File: config.mk
export PLATFORM = sky130hd
export DESIGN_NAME = lm32_dtlb_refill
export DESIGN_NICKNAME = d
export VERILOG_FILES = /design/src/rtl/lm32_dtlb_refill.sv
export SDC_FILE = /design/constraint.sdc
export NUM_CORES = 1
export LEC_CHECK = 0
export ABC_AREA = 1
export BUFFER_PORTS_ARGS = -buffer_cell sky130_fd_sc_hd__buf_2
export CORE_AREA = 8 8 132 134
export DETAILED_ROUTE_END_ITERATION = 8
export DIE_AREA = 0 0 140 142
export PLACE_DENSITY_LB_ADDON = 0.12
export SLEW_MARGIN = 20
export SYNTH_ARGS = -nofsm -noshare
export SYNTH_HDL_FRONTEND = slang
export SYNTH_SLANG_ARGS = --single-unit
File: constraint.sdc
create_clock -name clk_i -period 2.6 [get_ports clk_i]
set_input_delay 0 -clock clk_i [delete_from_list [all_inputs] [get_ports clk_i]]
set_output_delay 0 -clock clk_i [all_outputs]
set_load 0.005 [all_outputs]
File: src/rtl/lm32_dtlb_refill.sv
// lm32_dtlb_refill: hardware refill engine behind the data TLB.
// On a DTLB miss it reads the PTE over a private Wishbone master port. It then
// either writes the new vaddr/paddr pair into the DTLB or reports a fault.
// Optional feature: define LM32_DTLB_REFILL_TIMEOUT_EN to bound the PTE fetch
// to timeout_cycles (fault cause 3). Without it, FETCH waits indefinitely.
module lm32_dtlb_refill #(
  parameter int page_size      = 4096,
  parameter int timeout_cycles = 255
) (
  input  logic        clk_i,
  input  logic        rst_i,
  input  logic        enable,
  input  logic [31:0] ptbr,
  input  logic        miss_req,
  input  logic [31:0] miss_address,
  output logic        busy,
  output logic        tlb_update,
  output logic [31:0] tlb_vaddr,
  output logic [31:0] tlb_paddr,
  output logic        refill_done,
  output logic        fault,
  output logic [1:0]  fault_cause,
  output logic [31:0] d_adr_o,
  output logic        d_cyc_o,
  output logic        d_stb_o,
  input  logic [31:0] d_dat_i,
  input  logic        d_ack_i,
  input  logic        d_err_i
);

  localparam int          OFF_W    = $clog2(page_size);
  localparam int          VPFN_W   = 32 - OFF_W;
  localparam logic [15:0] TMO_LAST = 16'(timeout_cycles - 1);

  localparam logic [1:0] CAUSE_NOT_PRESENT = 2'd1;
  localparam logic [1:0] CAUSE_BUS_ERR     = 2'd2;
`ifdef LM32_DTLB_REFILL_TIMEOUT_EN
  localparam logic [1:0] CAUSE_TIMEOUT     = 2'd3;
`endif

  typedef enum logic [1:0] {
    S_IDLE   = 2'd0,
    S_FETCH  = 2'd1,
    S_UPDATE = 2'd2,
    S_DONE   = 2'd3
  } state_t;

  state_t             r_state, w_state_nxt;
  logic [VPFN_W-1:0]  r_vpfn, w_vpfn_nxt;
  logic               r_abort, w_abort_nxt;
  logic               r_busy, w_busy_nxt;
  logic               r_update, w_update_nxt;
  logic               r_done, w_done_nxt;
  logic               r_fault, w_fault_nxt;
  logic [1:0]         r_cause, w_cause_nxt;
  logic [31:0]        r_vaddr, w_vaddr_nxt;
  logic [31:0]        r_paddr, w_paddr_nxt;
  logic [31:0]        r_adr, w_adr_nxt;
  logic               r_cyc, r_stb, w_cyc_nxt;
  logic [31:0]        w_pte_addr;
  logic               w_unused;
`ifdef LM32_DTLB_REFILL_TIMEOUT_EN
  logic [15:0]        r_tmo_cnt, w_tmo_cnt_nxt;
`endif

  // PTE address: page-aligned table base plus 4 bytes per virtual page, wraps at 2^32.
  assign w_pte_addr = {ptbr[31:OFF_W], {OFF_W{1'b0}}}
                    + {{(OFF_W-2){1'b0}}, miss_address[31:OFF_W], 2'b00};

  // Page-offset bits and PTE flag bits other than valid do not affect the result.
  assign w_unused = ^{ptbr[OFF_W-1:0], miss_address[OFF_W-1:0], d_dat_i[OFF_W-1:1], TMO_LAST};

  assign busy        = r_busy;
  assign tlb_update  = r_update;
  assign tlb_vaddr   = r_vaddr;
  assign tlb_paddr   = r_paddr;
  assign refill_done = r_done;
  assign fault       = r_fault;
  assign fault_cause = r_cause;
  assign d_adr_o     = r_adr;
  assign d_cyc_o     = r_cyc;
  assign d_stb_o     = r_stb;

  // FSM state register.
  always_ff @(posedge clk_i or posedge rst_i) begin
    if (rst_i) begin
      r_state <= S_IDLE;
    end else begin
      r_state <= w_state_nxt;
    end
  end

  // Next-state and next-output decode for the refill sequence.
  always_comb begin
    w_state_nxt   = r_state;
    w_vpfn_nxt    = r_vpfn;
    w_abort_nxt   = r_abort;
    w_update_nxt  = 1'b0;
    w_done_nxt    = 1'b0;
    w_fault_nxt   = 1'b0;
    w_cause_nxt   = r_cause;
    w_vaddr_nxt   = r_vaddr;
    w_paddr_nxt   = r_paddr;
    w_adr_nxt     = r_adr;
    w_cyc_nxt     = r_cyc;
`ifdef LM32_DTLB_REFILL_TIMEOUT_EN
    w_tmo_cnt_nxt = r_tmo_cnt;
`endif
    case (r_state)
      S_IDLE: begin
        if (enable && miss_req) begin
          w_state_nxt   = S_FETCH;
          w_vpfn_nxt    = miss_address[31:OFF_W];
          w_abort_nxt   = 1'b0;
          w_adr_nxt     = w_pte_addr;
          w_cyc_nxt     = 1'b1;
`ifdef LM32_DTLB_REFILL_TIMEOUT_EN
          w_tmo_cnt_nxt = 16'd0;
`endif
        end else begin
          w_state_nxt = S_IDLE;
        end
      end
      S_FETCH: begin
        if (d_ack_i || d_err_i) begin
          w_cyc_nxt = 1'b0;
          if (r_abort || !enable) begin
            // MMU switched off mid-fetch: finish the bus cycle, drop the result.
            w_state_nxt = S_IDLE;
          end else if (d_err_i) begin
            w_state_nxt = S_IDLE;
            w_fault_nxt = 1'b1;
            w_cause_nxt = CAUSE_BUS_ERR;
          end else if (d_dat_i[0]) begin
            w_state_nxt  = S_UPDATE;
            w_update_nxt = 1'b1;
            w_vaddr_nxt  = {r_vpfn, {OFF_W{1'b0}}};
            w_paddr_nxt  = {d_dat_i[31:OFF_W], {OFF_W{1'b0}}};
          end else begin
            w_state_nxt = S_IDLE;
            w_fault_nxt = 1'b1;
            w_cause_nxt = CAUSE_NOT_PRESENT;
          end
        end else begin
          w_abort_nxt = r_abort | ~enable;
`ifdef LM32_DTLB_REFILL_TIMEOUT_EN
          if (r_tmo_cnt == TMO_LAST) begin
            w_cyc_nxt   = 1'b0;
            w_state_nxt = S_IDLE;
            if (r_abort || !enable) begin
              w_fault_nxt = 1'b0;
            end else begin
              w_fault_nxt = 1'b1;
              w_cause_nxt = CAUSE_TIMEOUT;
            end
          end else begin
            w_tmo_cnt_nxt = r_tmo_cnt + 16'd1;
          end
`else
          w_state_nxt = S_FETCH;
`endif
        end
      end
      S_UPDATE: begin
        w_state_nxt = S_DONE;
        w_done_nxt  = 1'b1;
      end
      S_DONE: begin
        w_state_nxt = S_IDLE;
      end
      default: begin
        w_state_nxt = S_IDLE;
        w_cyc_nxt   = 1'b0;
      end
    endcase
    w_busy_nxt = (w_state_nxt != S_IDLE);
  end

  // Output and datapath registers; bus strobes fall asynchronously on reset.
  always_ff @(posedge clk_i or posedge rst_i) begin
    if (rst_i) begin
      r_vpfn   <= {VPFN_W{1'b0}};
      r_abort  <= 1'b0;
      r_busy   <= 1'b0;
      r_update <= 1'b0;
      r_done   <= 1'b0;
      r_fault  <= 1'b0;
      r_cause  <= 2'd0;
      r_vaddr  <= 32'd0;
      r_paddr  <= 32'd0;
      r_adr    <= 32'd0;
      r_cyc    <= 1'b0;
      r_stb    <= 1'b0;
    end else begin
      r_vpfn   <= w_vpfn_nxt;
      r_abort  <= w_abort_nxt;
      r_busy   <= w_busy_nxt;
      r_update <= w_update_nxt;
      r_done   <= w_done_nxt;
      r_fault  <= w_fault_nxt;
      r_cause  <= w_cause_nxt;
      r_vaddr  <= w_vaddr_nxt;
      r_paddr  <= w_paddr_nxt;
      r_adr    <= w_adr_nxt;
      r_cyc    <= w_cyc_nxt;
      r_stb    <= w_cyc_nxt;
    end
  end

`ifdef LM32_DTLB_REFILL_TIMEOUT_EN
  // Fetch watchdog counter.
  always_ff @(posedge clk_i or posedge rst_i) begin
    if (rst_i) begin
      r_tmo_cnt <= 16'd0;
    end else begin
      r_tmo_cnt <= w_tmo_cnt_nxt;
    end
  end
`endif

endmodule

==> results of run 1 <==
[cell usage in the layout (no fill, tap or decap), drive strengths merged]
cell         netlist  routed
nand2            230     230
buf               47     149
dfrtp             90      90
dlygate4sd3        0      49
inv               48      49
o21ai             44      44
nand3             33      33
conb               1      26
nor2              25      25
ha                10      10
clkbuf             6      10
xnor2              7       7
a21oi              5       5
nand3b             5       5
nand4              4       4
nor3               3       3
a21o               2       2
bufinv             0       2
clkinv             0       2
and2               1       1
o21bai             1       1
or2                1       1
fa                 1       1
[power breakdown]
part | internal (W) | switching, W
clock | 0.000870 | 0.000555
combinational | 0.000794 | 0.000980
sequential | 0.00202 | 0.000303
total | 0.00369 | 0.00184
[cell type report]
| class | count | area, um2 | area share [%] |
|---|---|---|---|
| clock inverter | 5 | 86.3 | 1.42 |
| sequential | 90 | 2250 | 37.0 |
| timing repair buffer | 198 | 1270 | 20.9 |
| clock buffer | 10 | 239 | 3.92 |
| tap | 192 | 240 | 3.94 |
| multi-input combinational | 398 | 1820 | 29.8 |
| inverter | 48 | 183 | 3.00 |
[stage by stage]
| stage | utilization (%) | cell area, um2 | hold slack (ns) |
|---|---|---|---|
| 2_1_floorplan | - | 4620 | 0.110 |
| 3_3_place_gp | 34.2 | 5280 | 0.143 |
| 3_5_place_dp | 34.2 | 5280 | 0.146 |
| 4_1_cts | 39.5 | 6090 | 0.00293 |
| 5_1_grt | 39.5 | 6090 | 0.0219 |
| 6_report | 39.5 | 6090 | 0.0180 |
[tightest hold or removal path, stage by stage]
cell and delay (ns):
buf_2 0.12, inv_1 0.05, nand2_1 0.04, nand3_1 0.06
nand2_1 0.05
[timing repair]
item,4_1_cts,5_1_grt
endpoints found under the setup margin,0,0
hold buffers,49,0
endpoints found under the hold margin,98,0
[final timing paths]
kind                                             endpoint  cells past startpoint
worst max-delay path              d_adr_o[24]$_DFFE_PP0P_                     13
worst min-delay path              d_adr_o[29]$_DFFE_PP0P_                      5
worst max register to register  tlb_vaddr[15]$_DFFE_PP0P_                     10
worst min register to register    d_adr_o[12]$_DFFE_PP0P_                      2
max in group asynchronous         d_adr_o[21]$_DFFE_PP0P_                      4
min in group asynchronous       tlb_paddr[24]$_DFFE_PP0P_                      3
[routing by layer]
metal,vias up,track usage [%],wire (um)
met4,0,4.11,153
met5,-,0,0
met3,14,4.09,845
li1,2053,-,-
met2,118,22.5,6210
met1,1822,16.1,5870
[kinds of logic (layout without fill, tap and decap cells)]
logic type / after synthesis / after routing / synth area share (%)
AND/OR/NAND/NOR: 302 / 302 / 27.2
buffers and inverters: 101 / 261 / 12.3
flip-flops: 90 / 90 / 49.8
AO/OA/AOI/OAI: 52 / 52 / 6.16
adder cells (fa/ha/maj): 11 / 11 / 3.21
XOR/XNOR: 7 / 7 / 1.35
other: 1 / 26 / 0.0828
[registers in the layout (all words and copies together), names as in the netlist]
signal	cells
r_state	2
d_adr_o	20
fault	1
r_abort	1
d_stb_o	1
tlb_paddr	20
fault_cause	2
busy	1
r_vpfn	20
tlb_vaddr	20
tlb_update	1
refill_done	1
==> results.tsv, run 1 <==
metric	value	unit
endpoints failing hold	0	
clock latency on the worst-skew pair	0.34	ns
Synth async-reset ratio	100	%
Via Count	4007	
area delta synth->final	34.6	%
Leak	3.39	nW
RSZ-0062 raised after global routing	false	
Top Ports	206	
FILL cells	1624	
DP HPWL	9820	um
CP Data Required Time	2.88	ns
CTS resizes	0	
top-area cell type share of the netlist area	49.8	%
FF-to-FF setup slack	0.98	ns
GRT Util Overall	13.4	%
postcts setup bufs	0	
Diodes inserted	0	
syn_area_per_cell	8.03	um2
initial core utilization	29.3	%
Clock Tree Buf Depth	2	
Final setup viols	0	
via count of the first global-routing pass	4142	
startpoint type of the worst setup path	primary input	
Seq cells post-synth	90	
Worst setup startpoint	miss_address[22]	
top-count cell post-synth	nand2_1	
Core Footprint	0.0154	mm2
worst flop-to-flop path startpoint	r_state[0]$_DFF_PP0_	
Placed Cells	877	
most used flip-flop cell after synthesis	dfrtp_1	
DR DRC count	0	
Slew Viols, Final	0	
Max VDD drop	0.358	mV
GP Congestion	0.872	
Die Ht	142	um
Iter 0 DRT Violations	236	
CP delay by family, top	simple AND/OR/NAND/NOR gates	
Min-Delay Path Class	in2reg	
ratio of cells with drive above 1 in the final layout	23.5	%
H-tree Lvls	3	
maxcap violations	0	
Crit Path Category	in2reg	
Root Buffer Master	clkbuf_16	
first-pass GRT wire length	21300	um
Seq/Total Area, Yosys	49.8	%
Tmin final	2.03	ns
post-route insts no fill	941	
period utilisation layout	78.2	%
routed wire length	13100	um
drt first pass iters	4	
Rel. slew slack	56.7	%
Least-Margin Pin Slew	0.649	ns
Synth area leader	dfrtp_1	
CP max stage cell	dlygate4sd3_1	
post-route setup TNS	0	ns
die area	0.0199	mm2
Max stage delay on crit path	0.53	ns
initial antenna violation count	0	
pre-CTS WS	0.771	ns
Setup Skew	0.00916	ns
Die Wd	140	um
TritonCTS Buffers	9	
total power	0.00553	W
fin nets	858	
CTS tree	yes	
WL/cell	13.9	um
outcome	finished, final reports clean	
CP arrival	2.31	ns
clock sink count	90	
Power Dens Cells	907	mW/mm2
Worst Path Buf+Inv	2	
Area contributors post-synth	dfrtp_1 (50%), nand2_1 (19%), buf_4 (6.1%), o21ai_0 (4.4%), inv_1 (3.7%)	
synthesized area	0.00453	mm2
Final WS setup	0.568	ns
Post-synth EDFFs	0	
GRT overflow	0	
Yosys cell types	27	
CP Cell Sequence	dlygate4sd3_1, buf_2, ha_1, fa_1, nand3_1, nand3_1, nand2_1, nand2_1, nand2_1, nand2_1, nand3_1, nand3_1, nand2_1	
clock slew at reported path FFs	0.07	ns
Synth warnings	0	
top cells by count, synth	nand2_1 (230), dfrtp_1 (90), inv_1 (45)	
cells after synthesis	564	
Rows	46	
highest clock rate	492	MHz
Crit Path Max Fanout	4	
cell mode on critical path	nand2_1	
pin count of the biggest net entering global routing	51	
I/O Buffers	144	
HP Start	ptbr[29]	
Worst setup EP type	flop	
drt via density	4.26	
Routed Antenna Nets	0	
Power figures use the tool's default switching activity.
==> inputs of run 2 (changes only) <==
Settings changed: ABC_AREA 1 to 0, CORE_AREA 8 8 132 134 to 8 8 129 131, DIE_AREA 0 0 140 142 to 0 0 137 139.
Clock period 2.6 ns to 1.98 ns, I/O delays scaled along.
==> results.tsv, run 2 <==
metric	value	unit
outcome	finished, violations left	
failing checks	setup timing	
Area contributors post-synth	dfrtp_1 (53%), mux2_2 (11%), nand2_1 (8.8%), buf_4 (6.5%), ha_1 (2.9%)	
ratio of cells with drive above 1 in the final layout	38.1	%
most used flip-flop cell after synthesis	dfrtp_1	
Yosys cell types	46	
Core Footprint	0.0148	mm2
GRT overflow	0	
die area	0.0190	mm2
commonest non-fill, non-tap cells in the layout	buf_2 (144), nand2_1 (100), dfrtp_1 (90), dlygate4sd3_1 (55), mux2_4 (33)	
Max VDD drop	0.381	mV
area delta synth->final	45.2	%
cells after synthesis	401	
Post-synth EDFFs	0	
area of the multi-input gates	0.00187	mm2
Top Ports	206	
DR DRC count	0	
initial core utilization	28.9	%
drt via density	4.34	
Least-Margin Pin Slew	0.518	ns
FILL cells	1479	
CP arrival	2.25	ns
Power Dens Cells	1090	mW/mm2
Final Util	42.0	%
DP HPWL	8500	um
Final WS setup	-0.0488	ns
Via Count	3472	
period utilisation layout	102	%
synthesized area	0.00427	mm2
FF+latch area	0.00225	mm2
Synth async-reset ratio	100	%
Seq/Total Area, Yosys	52.8	%
endpoints failing hold	0	
initial antenna violation count	1	
Crit Path Max Fanout	8	
CTS tree	yes	
I/O Buffers	144	
fin nets	719	
Routed Antenna Nets	0	
clock latency on the worst-skew pair	0.34	ns
Leak	3.20	nW
GRT Util Overall	12.7	%
H-tree Lvls	3	
Die Ht	139	um
Slew Viols, Final	0	
startpoint type of the worst setup path	flop	
Synth area leader	dfrtp_1	
Rows	45	
Root Buffer Master	clkbuf_16	
highest clock rate	493	MHz
Die Wd	137	um
clock slew at reported path FFs	0.07	ns
syn_area_per_cell	10.6	um2
top cells by count, synth	nand2_1 (100), dfrtp_1 (90), mux2_2 (40)	
Rel. slew slack	65.2	%
Final setup viols	27	
WL/cell	15.7	um
maxcap violations	0	
top-count cell post-synth	nand2_1	
GP Congestion	0.752	
TritonCTS Buffers	9	
pin count of the biggest net entering global routing	91	
CP Data Required Time	2.20	ns
most common cell after layout, fill and taps aside	buf_2	
Crit Path Category	reg2reg	
Seq cells post-synth	90	
Setup Skew	0.00787	ns
first-pass GRT wire length	19300	um
clock sink count	90	
drt first pass iters	4	
Clock Tree Buf Depth	2	
Min-Delay Path Class	in2reg	
via count of the first global-routing pass	3738	
top-area cell type share of the netlist area	52.8	%
Iter 0 DRT Violations	150	
Tmin final	2.03	ns
Worst setup EP type	flop	
post-route setup TNS	-0.489	ns
routed wire length	12600	um
Hold WS	0.0267	ns
RSZ-0062 raised after global routing	true	
Synth warnings	0	
-- run 2: cell count changes after synthesis, sizes merged, moves of 5 or more --
cell / delta
and3: +5
inv: -44
mux2: +40
nand2: -130
nand3: -29
nand3b: -5
nor2: -18
o21ai: -19
-- run 2: power breakdown --
group	switching, W	internal (W)
sequential	0.000385	0.00254
combinational	0.000960	0.00123
clock	0.000722	0.000950
total	0.00207	0.00471
-- run 2: repair_timing --
item | 4_1_cts | 5_1_grt
hold buffers | 55 | 0
setup buffers | 0 | 3
endpoints found under the hold margin | 142 | 0
setup endpoints to repair | 38 | 46
gates resized for setup | 1 | 42
pin swaps | 0 | 1
cloned | 0 | 3
-- run 2: layout make-up --
cell class,instances,area share [%]
Clock inverter,4,0.404
Multi-Input combinational cell,281,30.3
Antenna cell,1,0.0404
Sequential cell,90,36.3
Inverter,4,0.303
Clock buffer,12,4.30
Tap cell,188,3.80
Timing Repair Buffer,220,24.6
-- run 2: logic make-up after synthesis --
family | Yosys count | share of synthesized area, %
XOR/XNOR | 13 | 2.67
buffers and inverters | 55 | 8.83
AND/OR/NAND/NOR | 140 | 14.5
multiplexers | 41 | 10.8
adder cells (fa/ha/maj) | 11 | 3.40
AO/OA/AOI/OAI | 50 | 6.92
other | 1 | 0.0879
flip-flops | 90 | 52.8
-- run 2: path summary, 6_finish.rpt --
path	slack, ns	startpoint	cells past startpoint	end
max	-0.05	r_state[1]$_DFF_PP0_	7	tlb_vaddr[15]$_DFFE_PP0P_
max in group asynchronous	1.25	rst_i	4	r_vpfn[15]$_DFFE_PP0P_
max reg2reg	-0.05	r_state[1]$_DFF_PP0_	7	tlb_vaddr[15]$_DFFE_PP0P_
min in group asynchronous	0.36	rst_i	4	r_vpfn[4]$_DFFE_PP0P_
min	0.03	ptbr[22]	3	d_adr_o[22]$_DFFE_PP0P_
min reg2reg	0.47	d_adr_o[13]$_DFFE_PP0P_	2	d_adr_o[13]$_DFFE_PP0P_
-- run 2: metal layers --
layer	wire (um)	share of wire, %	global-route usage [%]
met5	0	0	0
met4	172	1.4	4.81
met2	5690	45	19.8
met3	871	6.9	3.62
met1	5850	47	16.3
-- run 2: per-stage QoR --
stage / total power [W] / cells / cell area, um2 / worst slack, ns
after floorplan: 0.00398 / 426 / 4380 / -0.0565
after global placement: 0.00485 / 722 / 5110 / -0.0213
after detailed placement: 0.00489 / 722 / 5110 / -0.0818
after CTS: 0.00670 / 793 / 5950 / -0.0182
after global routing: 0.00729 / 800 / 6200 / -0.136
final: 0.00678 / 800 / 6200 / -0.0488
-- run 2: critical path: stages, from the launching register on --
cell       delay, ns
dfrtp_1         0.39
nor2b_2         0.14
o21ai_2         0.07
or3b_4          0.39
nor3b_4         0.25
buf_6           0.17
clkbuf_16       0.16
mux2_2          0.33
==> inputs of run 3 (changes only) <==
Settings changed: ABC_AREA 0 to 1, CORE_AREA 8 8 129 131 to 8 8 132 134, DIE_AREA 0 0 137 139 to 0 0 140 142.
==> results.tsv, run 3 (synthesized netlist as in run 1, its figures left out) <==
metric	value	unit
total power	0.00698	W
most common cell after layout, fill and taps aside	nand2_1	
TritonCTS Buffers	9	
Top Ports	206	
maxcap violations	0	
Min-Delay Path Class	in2reg	
FILL cells	1643	
via count of the first global-routing pass	4171	
Final setup viols	0	
Rows	46	
Core Footprint	0.0154	mm2
RSZ-0062 raised after global routing	false	
Clock Tree Buf Depth	2	
Die Ht	142	um
Placed Cells	878	
post-route insts no fill	943	
postcts setup bufs	0	
Max VDD drop	0.399	mV
clock latency on the worst-skew pair	0.33	ns
area delta synth->final	33.9	%
internal power	0.00461	W
end of the worst hold path	d_adr_o[27]$_DFFE_PP0P_	
FF-to-FF setup slack	0.46	ns
Max stage delay on crit path	0.53	ns
Reg power frac	43.7	%
post-route setup TNS	0	ns
initial core utilization	29.3	%
DP HPWL	9730	um
R2R depth	8	
CP max stage cell	dlygate4sd3_1	
drt first pass iters	4	
Tmin final	1.74	ns
combinational cell fraction of total power	33.5	%
initial antenna violation count	0	
Final Util	39.3	%
Hold WS	0.0179	ns
ratio of cells with drive above 1 in the final layout	23.4	%
worst flop-to-flop path startpoint	r_state[0]$_DFF_PP0_	
WL/cell	13.8	um
CTS tree	yes	
Worst setup startpoint	miss_address[27]	
Worst Path Buf+Inv	2	
clock slew at reported path FFs	0.06	ns
routed wire length	13100	um
GRT overflow	0	
Root Buffer Master	clkbuf_16	
HP Start	ptbr[27]	
Via Count	4012	
clock sink count	90	
drt via density	4.25	
Switching Share	33.9	%
Setup Skew	0.00601	ns
RR Endpoint	tlb_vaddr[25]$_DFFE_PP0P_	
highest clock rate	573	MHz
endpoints failing hold	0	
Least-Margin Pin Slew	0.656	ns
I/O Buffers	144	
Crit Path Max Fanout	4	
Diodes inserted	0	
Crit Path Category	in2reg	
Hold Path Depth	4	
die area	0.0199	mm2
CP delay by family, top	buffers and inverters	
CP arrival	1.97	ns
first-pass GRT wire length	21400	um
clock power share	22.9	%
net load switching power	0.00237	W
pin count of the biggest net entering global routing	58	
DR DRC count	0	
startpoint type of the worst setup path	primary input	
Slew Viols, Final	0	
H-tree Lvls	3	
CP Data Required Time	2.21	ns
period utilisation layout	88.1	%
GRT Util Overall	13.4	%
Routed Antenna Nets	0	
commonest non-fill, non-tap cells in the layout	nand2_1 (230), buf_2 (144), dfrtp_1 (90), dlygate4sd3_1 (51), inv_1 (44)	
Rel. slew slack	56.2	%
Worst setup EP type	flop	
Leak	3.38	nW
GP Congestion	0.877	
fin nets	861	
CP Cell Sequence	dlygate4sd3_1, buf_2, ha_1, a21oi_1, nor2_1, o21ai_0, nand4_1, nand3_1, nand2_1	
Power Dens Cells	1150	mW/mm2
outcome	finished, final reports clean	
Die Wd	140	um
Iter 0 DRT Violations	225	
## run 3: cell types whose count changed in the layout (fill, tap and decap cells not counted), moves of 8 or more
cell | previous run | this run
o21ai_0 | 24 | 40
inv_1 | 3 | 44
nand3_1 | 3 | 32
nor2_1 | 7 | 22
mux2_4 | 33 | 0
buf_4 | 13 | 5
nand2_1 | 100 | 230
## run 3: metrics by stage
step / instance area, um2 / setup WS [ns]
after global placement: 5270 / 0.131
after CTS: 6050 / 0.0757
after global routing: 6060 / 0.0445
after detailed placement: 5270 / 0.106
after floorplan: 4620 / 0.572
final: 6060 / 0.236
## run 3: how the worst max path moves through the flow
stage / endpoint / cells after the start
after floorplan: tlb_paddr[24]$_DFFE_PP0P_ / 10
after global placement: d_adr_o[24]$_DFFE_PP0P_ / 12
final: d_adr_o[24]$_DFFE_PP0P_ / 9
after detailed placement: tlb_vaddr[25]$_DFFE_PP0P_ / 8
after CTS: tlb_vaddr[25]$_DFFE_PP0P_ / 8
after global routing: d_adr_o[24]$_DFFE_PP0P_ / 12
## run 3: metal layers
layer	wire, um	part of all wire (%)	track usage [%]
met1	5920	45	16.2
met2	6300	48	22.5
met3	745	5.7	4.16
met4	91	0.70	4.06
met5	0	0	0
## run 3: worst min-delay path: stages
cell and delay, ns:
buf_2 0.12, nand3_1 0.08, nand3_1 0.07, nand2_1 0.05
## run 3: layout make-up
type | instances | area, um2 | area share [%]
flip-flops and latches | 90 | 2250 | 37.2
clock inverters | 2 | 13.8 | 0.227
well taps | 192 | 240 | 3.96
inverters | 48 | 186 | 3.08
clock buffers | 12 | 256 | 4.23
multi-input cells | 398 | 1820 | 30.1
repair buffers | 201 | 1290 | 21.3
## run 3: repair_timing
item / CTS / global route
hold buffers: 51 / 0
resized for setup: 0 / 3
hold endpoints to repair: 77 / 0
endpoints found under the setup margin: 0 / 13
## run 3: power groups by stage
stage / logic (W) / clock network (W) / registers (W)
finish: 0.00234 / 0.00160 / 0.00305
global route: 0.00269 / 0.00175 / 0.00316
CTS: 0.00241 / 0.00168 / 0.00306
global placement: 0.00228 / 0 / 0.00307
detailed placement: 0.00232 / 0 / 0.00309
floorplan: 0.00126 / 0 / 0.00313
